==> config.mk <==
export PLATFORM = sky130hd
export DESIGN_NAME = mod12_cnt_sched
export DESIGN_NICKNAME = d
export VERILOG_FILES = /design/src/rtl/mod12_sched_pkg.sv /design/src/rtl/mod12_rr_arb2.sv /design/src/rtl/mod12_cnt_sched.sv
export SDC_FILE = /design/constraint.sdc
export NUM_CORES = 1
export LEC_CHECK = 0
export ABC_AREA = 1
export CAP_MARGIN = 10
export CORE_UTILIZATION = 46
export CTS_CLUSTER_SIZE = 40
export DETAILED_ROUTE_END_ITERATION = 12
export PLACE_DENSITY = 0.76
export SLEW_MARGIN = 20
export SYNTH_ARGS = -nofsm -noshare
export SYNTH_HDL_FRONTEND = slang
export SYNTH_SLANG_ARGS = --single-unit
==> constraint.sdc <==
create_clock -name clock -period 1.33 [get_ports clock]
set_input_delay 0.1995 -clock clock [delete_from_list [all_inputs] [get_ports clock]]
set_output_delay 0.1995 -clock clock [all_outputs]
set_load 0.01 [all_outputs]
==> src/rtl/mod12_sched_pkg.sv <==
// Shared types and constants for the mod-12 counter command scheduler.
package mod12_sched_pkg;

  localparam int unsigned MOD       = 12;
  localparam int unsigned MAX_COUNT = 11;
  localparam int unsigned CNT_W     = 4;
  localparam int unsigned LEN_W     = 4;
  localparam int unsigned NREQ      = 2;

  typedef enum logic [1:0] {
    OP_READ = 2'b00,
    OP_LOAD = 2'b01,
    OP_UP   = 2'b10,
    OP_DOWN = 2'b11
  } op_e;

  typedef enum logic [2:0] {
    ST_INIT = 3'd0,
    ST_IDLE = 3'd1,
    ST_LOAD = 3'd2,
    ST_RUN  = 3'd3,
    ST_RESP = 3'd4
  } state_e;

  // Command latched at acceptance; len doubles as the remaining RUN step count.
  typedef struct packed {
    op_e              op;
    logic             id;
    logic [CNT_W-1:0] data;
    logic [LEN_W-1:0] len;
  } cmd_t;

  // One counter step with wrap 11->0 (up) and 0->11 (down).
  function automatic logic [CNT_W-1:0] mod12_step(input logic [CNT_W-1:0] c,
                                                  input logic             up);
    if (up) begin
      return (c >= CNT_W'(MAX_COUNT)) ? '0 : c + CNT_W'(1);
    end
    return (c == '0) ? CNT_W'(MOD - 1) : c - CNT_W'(1);
  endfunction

endpackage

==> src/rtl/mod12_rr_arb2.sv <==
// Two-way round-robin arbiter; priority flips to the other requester on accept.
module mod12_rr_arb2 (
  input  logic       clock,
  input  logic       reset,
  input  logic [1:0] req,
  input  logic       accept,
  input  logic       accept_id,
  output logic [1:0] grant_c
);

  logic prio;

  // Priority pointer: requester 0 first after reset, then the loser of the last grant.
  always_ff @(posedge clock or negedge reset) begin
    if (!reset) begin
      prio <= 1'b0;
    end else if (accept) begin
      prio <= ~accept_id;
    end
  end

  // One-hot grant: the priority requester if it asks, otherwise the other one.
  always_comb begin
    grant_c = 2'b00;
    if (!prio) begin
      if (req[0])      grant_c = 2'b01;
      else if (req[1]) grant_c = 2'b10;
    end else begin
      if (req[1])      grant_c = 2'b10;
      else if (req[0]) grant_c = 2'b01;
    end
  end

endmodule

==> src/rtl/mod12_cnt_sched.sv <==
// Schedules READ/LOAD/UP/DOWN commands from two requesters onto an external
// mod-12 counter and returns one response per command.
module mod12_cnt_sched
  import mod12_sched_pkg::*;
(
  input  logic                        clock,
  input  logic                        reset,
  input  logic [NREQ-1:0]             req_valid,
  output logic [NREQ-1:0]             req_ready,
  input  logic [NREQ-1:0][1:0]        req_op,
  input  logic [NREQ-1:0][CNT_W-1:0]  req_data,
  input  logic [NREQ-1:0][LEN_W-1:0]  req_len,
  output logic                        cnt_reset,
  output logic                        cnt_load,
  output logic                        cnt_mode,
  output logic [CNT_W-1:0]            cnt_data_in,
  input  logic [CNT_W-1:0]            cnt_count,
  output logic                        rsp_valid,
  output logic                        rsp_id,
  output logic [CNT_W-1:0]            rsp_count,
  output logic                        rsp_err
);

  state_e           state;
  cmd_t             cmd;
  cmd_t             acc_cmd_c;
  logic [NREQ-1:0]  grant_c;
  logic             accept_c;
  logic             accept_id_c;
  logic [CNT_W-1:0] step_c;

  assign accept_c    = (state == ST_IDLE) && (|(req_valid & req_ready));
  assign accept_id_c = req_ready[1];
  assign step_c      = mod12_step(cnt_count, cmd.op == OP_UP);

  mod12_rr_arb2 u_arb (
    .clock     (clock),
    .reset     (reset),
    .req       (req_valid),
    .accept    (accept_c),
    .accept_id (accept_id_c),
    .grant_c   (grant_c)
  );

  // Command fields of the requester being accepted this cycle.
  always_comb begin
    acc_cmd_c      = '0;
    acc_cmd_c.op   = op_e'(req_op[accept_id_c]);
    acc_cmd_c.id   = accept_id_c;
    acc_cmd_c.data = req_data[accept_id_c];
    acc_cmd_c.len  = req_len[accept_id_c];
  end

  // Scheduler FSM; all outputs are registered and the counter is held outside RUN.
  always_ff @(posedge clock or negedge reset) begin
    if (!reset) begin
      state       <= ST_INIT;
      cmd         <= '0;
      req_ready   <= '0;
      cnt_reset   <= 1'b1;
      cnt_load    <= 1'b0;
      cnt_mode    <= 1'b0;
      cnt_data_in <= '0;
      rsp_valid   <= 1'b0;
      rsp_id      <= 1'b0;
      rsp_count   <= '0;
      rsp_err     <= 1'b0;
    end else begin
      case (state)
        ST_INIT: begin
          // Counter is being cleared on this edge, so hold it at zero afterwards.
          state       <= ST_IDLE;
          cnt_reset   <= 1'b0;
          cnt_load    <= 1'b1;
          cnt_data_in <= '0;
          req_ready   <= grant_c;
        end

        ST_IDLE: begin
          if (accept_c) begin
            req_ready <= '0;
            cmd       <= acc_cmd_c;
            case (acc_cmd_c.op)
              OP_LOAD: begin
                if (acc_cmd_c.data <= CNT_W'(MAX_COUNT)) begin
                  state       <= ST_LOAD;
                  cnt_data_in <= acc_cmd_c.data;
                end else begin
                  state     <= ST_RESP;
                  rsp_valid <= 1'b1;
                  rsp_id    <= accept_id_c;
                  rsp_count <= cnt_count;
                  rsp_err   <= 1'b1;
                end
              end
              OP_UP, OP_DOWN: begin
                if (acc_cmd_c.len != '0) begin
                  state    <= ST_RUN;
                  cnt_load <= 1'b0;
                  cnt_mode <= (acc_cmd_c.op == OP_UP);
                end else begin
                  state     <= ST_RESP;
                  rsp_valid <= 1'b1;
                  rsp_id    <= accept_id_c;
                  rsp_count <= cnt_count;
                  rsp_err   <= 1'b0;
                end
              end
              default: begin
                state     <= ST_RESP;
                rsp_valid <= 1'b1;
                rsp_id    <= accept_id_c;
                rsp_count <= cnt_count;
                rsp_err   <= 1'b0;
              end
            endcase
          end else begin
            req_ready <= grant_c;
          end
        end

        ST_LOAD: begin
          // Counter takes cmd.data on this edge; keep presenting it as the hold value.
          state     <= ST_RESP;
          rsp_valid <= 1'b1;
          rsp_id    <= cmd.id;
          rsp_count <= cmd.data;
          rsp_err   <= 1'b0;
        end

        ST_RUN: begin
          if (cmd.len == LEN_W'(1)) begin
            // Last step happens on this edge; freeze the counter at the stepped value.
            state       <= ST_RESP;
            cnt_load    <= 1'b1;
            cnt_data_in <= step_c;
            rsp_valid   <= 1'b1;
            rsp_id      <= cmd.id;
            rsp_count   <= step_c;
            rsp_err     <= 1'b0;
          end else begin
            cmd.len <= cmd.len - LEN_W'(1);
          end
        end

        ST_RESP: begin
          state     <= ST_IDLE;
          rsp_valid <= 1'b0;
          req_ready <= grant_c;
        end

        default: begin
          state     <= ST_INIT;
          req_ready <= '0;
          cnt_reset <= 1'b1;
          cnt_load  <= 1'b0;
          rsp_valid <= 1'b0;
        end
      endcase
    end
  end

endmodule

======== Word-level counts from Yosys, hierarchy flattened ========
Index checks and enable logic that the tools add are counted.
word-level totals
  word-level logic and storage cells ...... 123
  input bits .............................. 28
  register bits after elaboration ......... 31
cells by class
  equal/unequal tests ..................... 18
  muxes and demuxes ....................... 59
  bitwise logic cells ..................... 4
  magnitude comparators ................... 3
  reductions and logical operators ........ 21
  add/subtract/negate cells ............... 3
operators with widths
  kind                   count
  $mux W4                17
  $pmux W4 S3            2
  $reduce_and A5 Y1      4
  $mux W1                16
  $pmux W4 S2            2
  $mux W2                7
  $mux W3                4
  $pmux W3 S4            1
  $reduce_or A2 Y1       5
  $ne A2 B1 Y1 const B   4
  $pmux W1 S2            4
  $pmux W1 S4            2
  $sub A4 B1 Y4 const B  2
  $eq A2 B2 Y1 const B   3
  $eq A3 B2 Y1 const B   2
  $ne A2 B2 Y1 const B   3
  $ne A3 B3 Y1 const B   2
  $pmux W1 S3            2
  $pmux W2 S3            1
  $pmux W3 S2            1
  $reduce_bool A3 Y1     2
  $add A4 B1 Y4 const B  1
  $eq A4 B1 Y1 const B   1
  $ge A4 B4 Y1 const B   1
  other kinds (16)       19

======== Logic depth before layout (Yosys ltp) ========
  word-level depth ........................ 7
  depth in mapped cells ................... 11
  gate-level depth less buffers ........... 10

======== Cells and area by module ========
From an unflattened synthesis, not the netlist that was laid out.
second synthesis, totals
  cells, all modules ...................... 280
  area, all modules ....................... 2,062.0 µm²
by module, submodules not included
  module           cells each  area an instance (µm²)  times used  seq. area each (µm²)
  mod12_cnt_sched  271         2,001.9                 1           752.0
  mod12_rr_arb2    9           60.1                    1           25.0

======== Least setup slack after synthesis ========
Ideal clock, no wire load.
  kind .................................... reg-to-reg
  from .................................... register req_ready[1]
  to ...................................... register rsp_count[0]
  stages on the path, launching flop included .. 12
  slack ................................... -0.053 ns
  period minus slack after synthesis ...... 1.383 ns
  library setup time ...................... 0.117 ns
  arrival ................................. 1.267 ns
  required time ........................... 1.213 ns
  path through ............................ dfrtp_1 > inv_2 > buf_6 > nand2_1 > nand2_1 > nand2_2 > nand2_2 > nor2_4 > nor2_4 > nand3_4 > nand2_1 > nand2_1
between the ends
  word-level cells in the longest chain between the ends .. 7
ends and longest elaborated chain
  item                                        line                    text
  start, declared                             mod12_cnt_sched.sv:9    output logic [NREQ-1:0] req_ready,
  start signal, assigned                      mod12_cnt_sched.sv:76   req_ready <= grant_c;
  start signal, assigned                      mod12_cnt_sched.sv:118  req_ready <= grant_c;
  start signal, assigned                      mod12_cnt_sched.sv:149  req_ready <= grant_c;
  $mux W2 (not written as such) (2 in a row)  mod12_cnt_sched.sv:48   acc_cmd_c.op = op_e'(req_op[accept_id_c]);
  $eq A2 B2 Y1                                mod12_cnt_sched.sv:83   case (acc_cmd_c.op)
  $reduce_or A2 Y1                            mod12_cnt_sched.sv:83
  $pmux W4 S2                                 mod12_cnt_sched.sv:83
  $mux W4                                     mod12_cnt_sched.sv:80   if (accept_c) begin
  $pmux W4 S3                                 mod12_cnt_sched.sv:69   case (state)
  end signal, assigned                        mod12_cnt_sched.sv:92   rsp_count <= cnt_count;
  end signal, assigned                        mod12_cnt_sched.sv:105  rsp_count <= cnt_count;
  end signal, assigned                        mod12_cnt_sched.sv:113  rsp_count <= cnt_count;
  end, declared                               mod12_cnt_sched.sv:20   output logic [CNT_W-1:0] rsp_count,
Several ways; a longest one is shown, not always the timed one. The select of a mux whose other input is x is not followed.
A chain may end at the register's enable or synchronous reset.

======== Final worst setup path ========
  from .................................... register req_ready[1]
  to ...................................... register cnt_load
between the ends
  word-level cells in the longest chain between the ends .. 6
ends and longest elaborated chain
  item                                        line                    text
  $mux W2 (not written as such) (2 in a row)  mod12_cnt_sched.sv:48
  $eq A2 B2 Y1                                mod12_cnt_sched.sv:83
  $reduce_or A2 Y1                            mod12_cnt_sched.sv:83
  $ne A2 B1 Y1 (no line)                      -
  $reduce_and A5 Y1 (no line) *               -
  end signal, assigned                        mod12_cnt_sched.sv:74   cnt_load <= 1'b1;
  end signal, assigned                        mod12_cnt_sched.sv:99   cnt_load <= 1'b0;
  end signal, assigned                        mod12_cnt_sched.sv:135  cnt_load <= 1'b1;
  end, declared                               mod12_cnt_sched.sv:14   output logic cnt_load,
Every way passes the cells marked *; elsewhere a longest branch is shown, timed or not. The select of a mux whose other input is x is not followed.

==> out/metrics.yaml <==
detailed_routing:
  wire_per_inst_um: 13.2
  via_per_inst: 4.99
  wirelength_um: 5580
  drc_errors: 0
  vias: 2112
  ant_nets: 0
  drtPass1Iterations: 4
  drt_iter0_markers: 125
power:
  powerDensity_mw_per_mm2: 2290
  totalPowerFinal_mw: 7.45
  cellLeakagePower_nw: 1.67
  vdd_ir_drop_max_uv: 1120
layout:
  fin_nets: 402
  area_growth_pct: 54.1
  stdcell_count: 423
  post_route_cells_drive_above_1_share: 0.404
  diodes: 0
  fill_cells: 338
  ff_latch_area_sq_um: 779
  post-route-util: 0.743
  multiInputGateArea_sq_mm: 0.00137
job:
  cap_violations: 0
placed_design:
  hpwl_um: 3900
  io_buffer_count: 43
  routabilityCongestion: 0.904
  dp_cells: 403
  pre_cts_ws_ns: -0.385
min_path:
  hold_path.class: "input pin to async pin"
setup_path:
  timing.rr.end: "cnt_load"
  crit_required_ns: 1.50
  rr_worst_depth: 10
  arrival_ns: 1.71
  r2r-start: "req_ready[1]"
  r2r_setup_slack_ns: -0.21
  cp-end-kind: "flop"
  worstSetupPathType: "flop to flop"
  cp_max_fo: 10
  start_kind: "flop"
global_route:
  grt_pass1_wl_um: 9050
  grt_max_degree: 32
  antenna_found_initial: 0
  grt_use_total: 0.235
  first_global_vias: 2062
  grt_overflow: 0
timing:
  holdWs_ns: 0.270
  rsz0062_at_grt: "true"
  period_share: 1.16
  slew_viol_final: 0
  fin_crit_ns: 1.54
  worst_pin_slew_ns: 0.264
  skew_ns: 0.00830
  fin_ws_ns: -0.211
  slew_headroom: 0.822
  final-setup-viol-count: 20
  clock.fmax_ghz: 0.649
  final-hold-violation-count: 0
clock_network:
  insertion_delay_ns: 0.29
  cts_hold_buf: 0
  cts_root_buf: "clkbuf_8"
  cts.sinks: 31
  numCtsBuffers: 5
  cts.path.max_buffers: 2
  htreeDepth: 2
  cts_tree: "yes"
  clk_pin_slew_ns: 0.07
die:
  dieHeight_um: 69.8
  coreArea_sq_mm: 0.00438
  pin_count: 44
  dieArea_sq_mm: 0.00487
  initial_core_util: 0.483
  die_w_um: 69.8
  fp-row-count: 24
yosys:
  synthTopCellsByArea: "dfrtp_1, nand2_1, nor2_4, nand2_4, nand2_2"
  synthCells: 274
  yosysMostFrequentCell: "nand2_1"
  synth_area_sq_mm: 0.00212
  synth_cell_types: 33
  yosysSeqAreaShare: 0.367
  synth_area_leader_cell: "dfrtp_1"
  synth_nets: 306
  async_reset_ff_frac: 1.00
  ys_seq_elements: 31
  yosys_warnings: 0
  synth_ff_type: "dfrtp_1"
  syn-mean-instance-area_sq_um: 7.72
  synth.top_cell.area_share: 0.355
  synth-edff-count: 0
  synth_commonest_cells: "nand2_1, dfrtp_1, inv_1, nand3_1"
status:
  violations: "negative setup slack"
  outcome: "finished, violations left"
[power by group]
part	internal, mW	total, mW	switching (mW)
Sequential	1.38	1.67	0.294
Combinational	2.23	5.06	2.83
Clock	0.358	0.723	0.366
Total	3.96	7.45	3.49
[worst max-delay path, cell delays in order, from the launching register on]
cell	delay (ns)
dfrtp_2	0.47
inv_6	0.14
nand2_1	0.12
nand2_4	0.10
nor2_4	0.04
nand2_2	0.07
nand2_1	0.11
nand2_1	0.13
nand3_1	0.10
nand2_1	0.09
nand2_1	0.05
[sequential cells by signal (all words and copies together), names as in the netlist]
signal and cells:
cnt_load 1, u_arb.prio 1, req_ready 2, cnt_reset 1, cmd 11, state 3, cnt_data_in 4, rsp_err 1
cnt_mode 1, rsp_id 1, rsp_valid 1, rsp_count 4
[how the worst max path moves through the flow]
| stage | start | to | slack (ns) | cells past startpoint |
|---|---|---|---|---|
| after floorplan | req_ready[1] | rsp_count[0] | -0.04 | 11 |
| after detailed placement | cnt_count[0] | rsp_count[3] | -0.38 | 11 |
| final | req_ready[1] | cnt_load | -0.21 | 10 |
| after global placement | cnt_count[0] | rsp_count[3] | -0.32 | 11 |
| after CTS | req_ready[1] | rsp_count[0] | -0.12 | 10 |
| after global routing | req_ready[1] | cnt_load | -0.30 | 10 |
[cell usage in the layout (no fill, tap or decap), types with 3 or more instances in the layout]
| cell | count |
|---|---|
| inv_1 | 13 |
| clkbuf_8 | 5 |
| o21ai_0 | 7 |
| nor2_4 | 12 |
| nand2_2 | 25 |
| inv_4 | 3 |
| a22oi_1 | 4 |
| o21ai_1 | 8 |
| nand3_1 | 13 |
| clkinv_2 | 4 |
| buf_4 | 39 |
| nor2_1 | 8 |
| nor2_2 | 3 |
| o21ai_2 | 4 |
| nand3_4 | 3 |
| buf_6 | 10 |
| dlygate4sd2_1 | 15 |
| inv_2 | 7 |
| nand2_4 | 14 |
| clkdlybuf4s50_1 | 25 |
| dfrtp_1 | 28 |
| o211ai_1 | 3 |
| nand2_8 | 3 |
| nand2_1 | 86 |
[through the flow]
step                TNS [ns]  cell area (sq um)
global route           -4.07               3260
detailed placement     -5.04               2890
floorplan             -0.236               2130
global placement       -4.35               2890
CTS                    -1.51               3050
finish                 -2.19               3260
[cell families after synthesis]
logic type | count (synthesis) | share of synthesized area
flip-flops | 31 | 0.367
adder cells (fa/ha/maj) | 4 | 0.0237
AND/OR/NAND/NOR | 173 | 0.438
AO/OA/AOI/OAI | 35 | 0.103
buffers and inverters | 31 | 0.0686
[timing repair]
action / CTS / global route
setup endpoints to repair: 40 / 30
gates cloned: 1 / 0
hold endpoints to repair: 0 / 0
pin swaps: 7 / 17
resized for setup: 34 / 53
setup buffers: 6 / 6
[area by class of cell]
type	instances	share of cell area
multi-input combinational	212	0.419
timing repair buffer	93	0.257
sequential	31	0.239
inverter	27	0.0392
clock buffer	5	0.0211
tap	52	0.0200
clock inverter	3	0.00461
[per-layer routing]
| metal | vias up | GRT usage | part of all wire |
|---|---|---|---|
| li1 | 1070 | - | - |
| met1 | 955 | 0.295 | 0.42 |
| met2 | 71 | 0.399 | 0.51 |
| met3 | 16 | 0.0436 | 0.041 |
| met4 | 0 | 0.0889 | 0.027 |
| met5 | - | 0 | 0 |
Note: power is estimated with default switching activity, not from simulation.
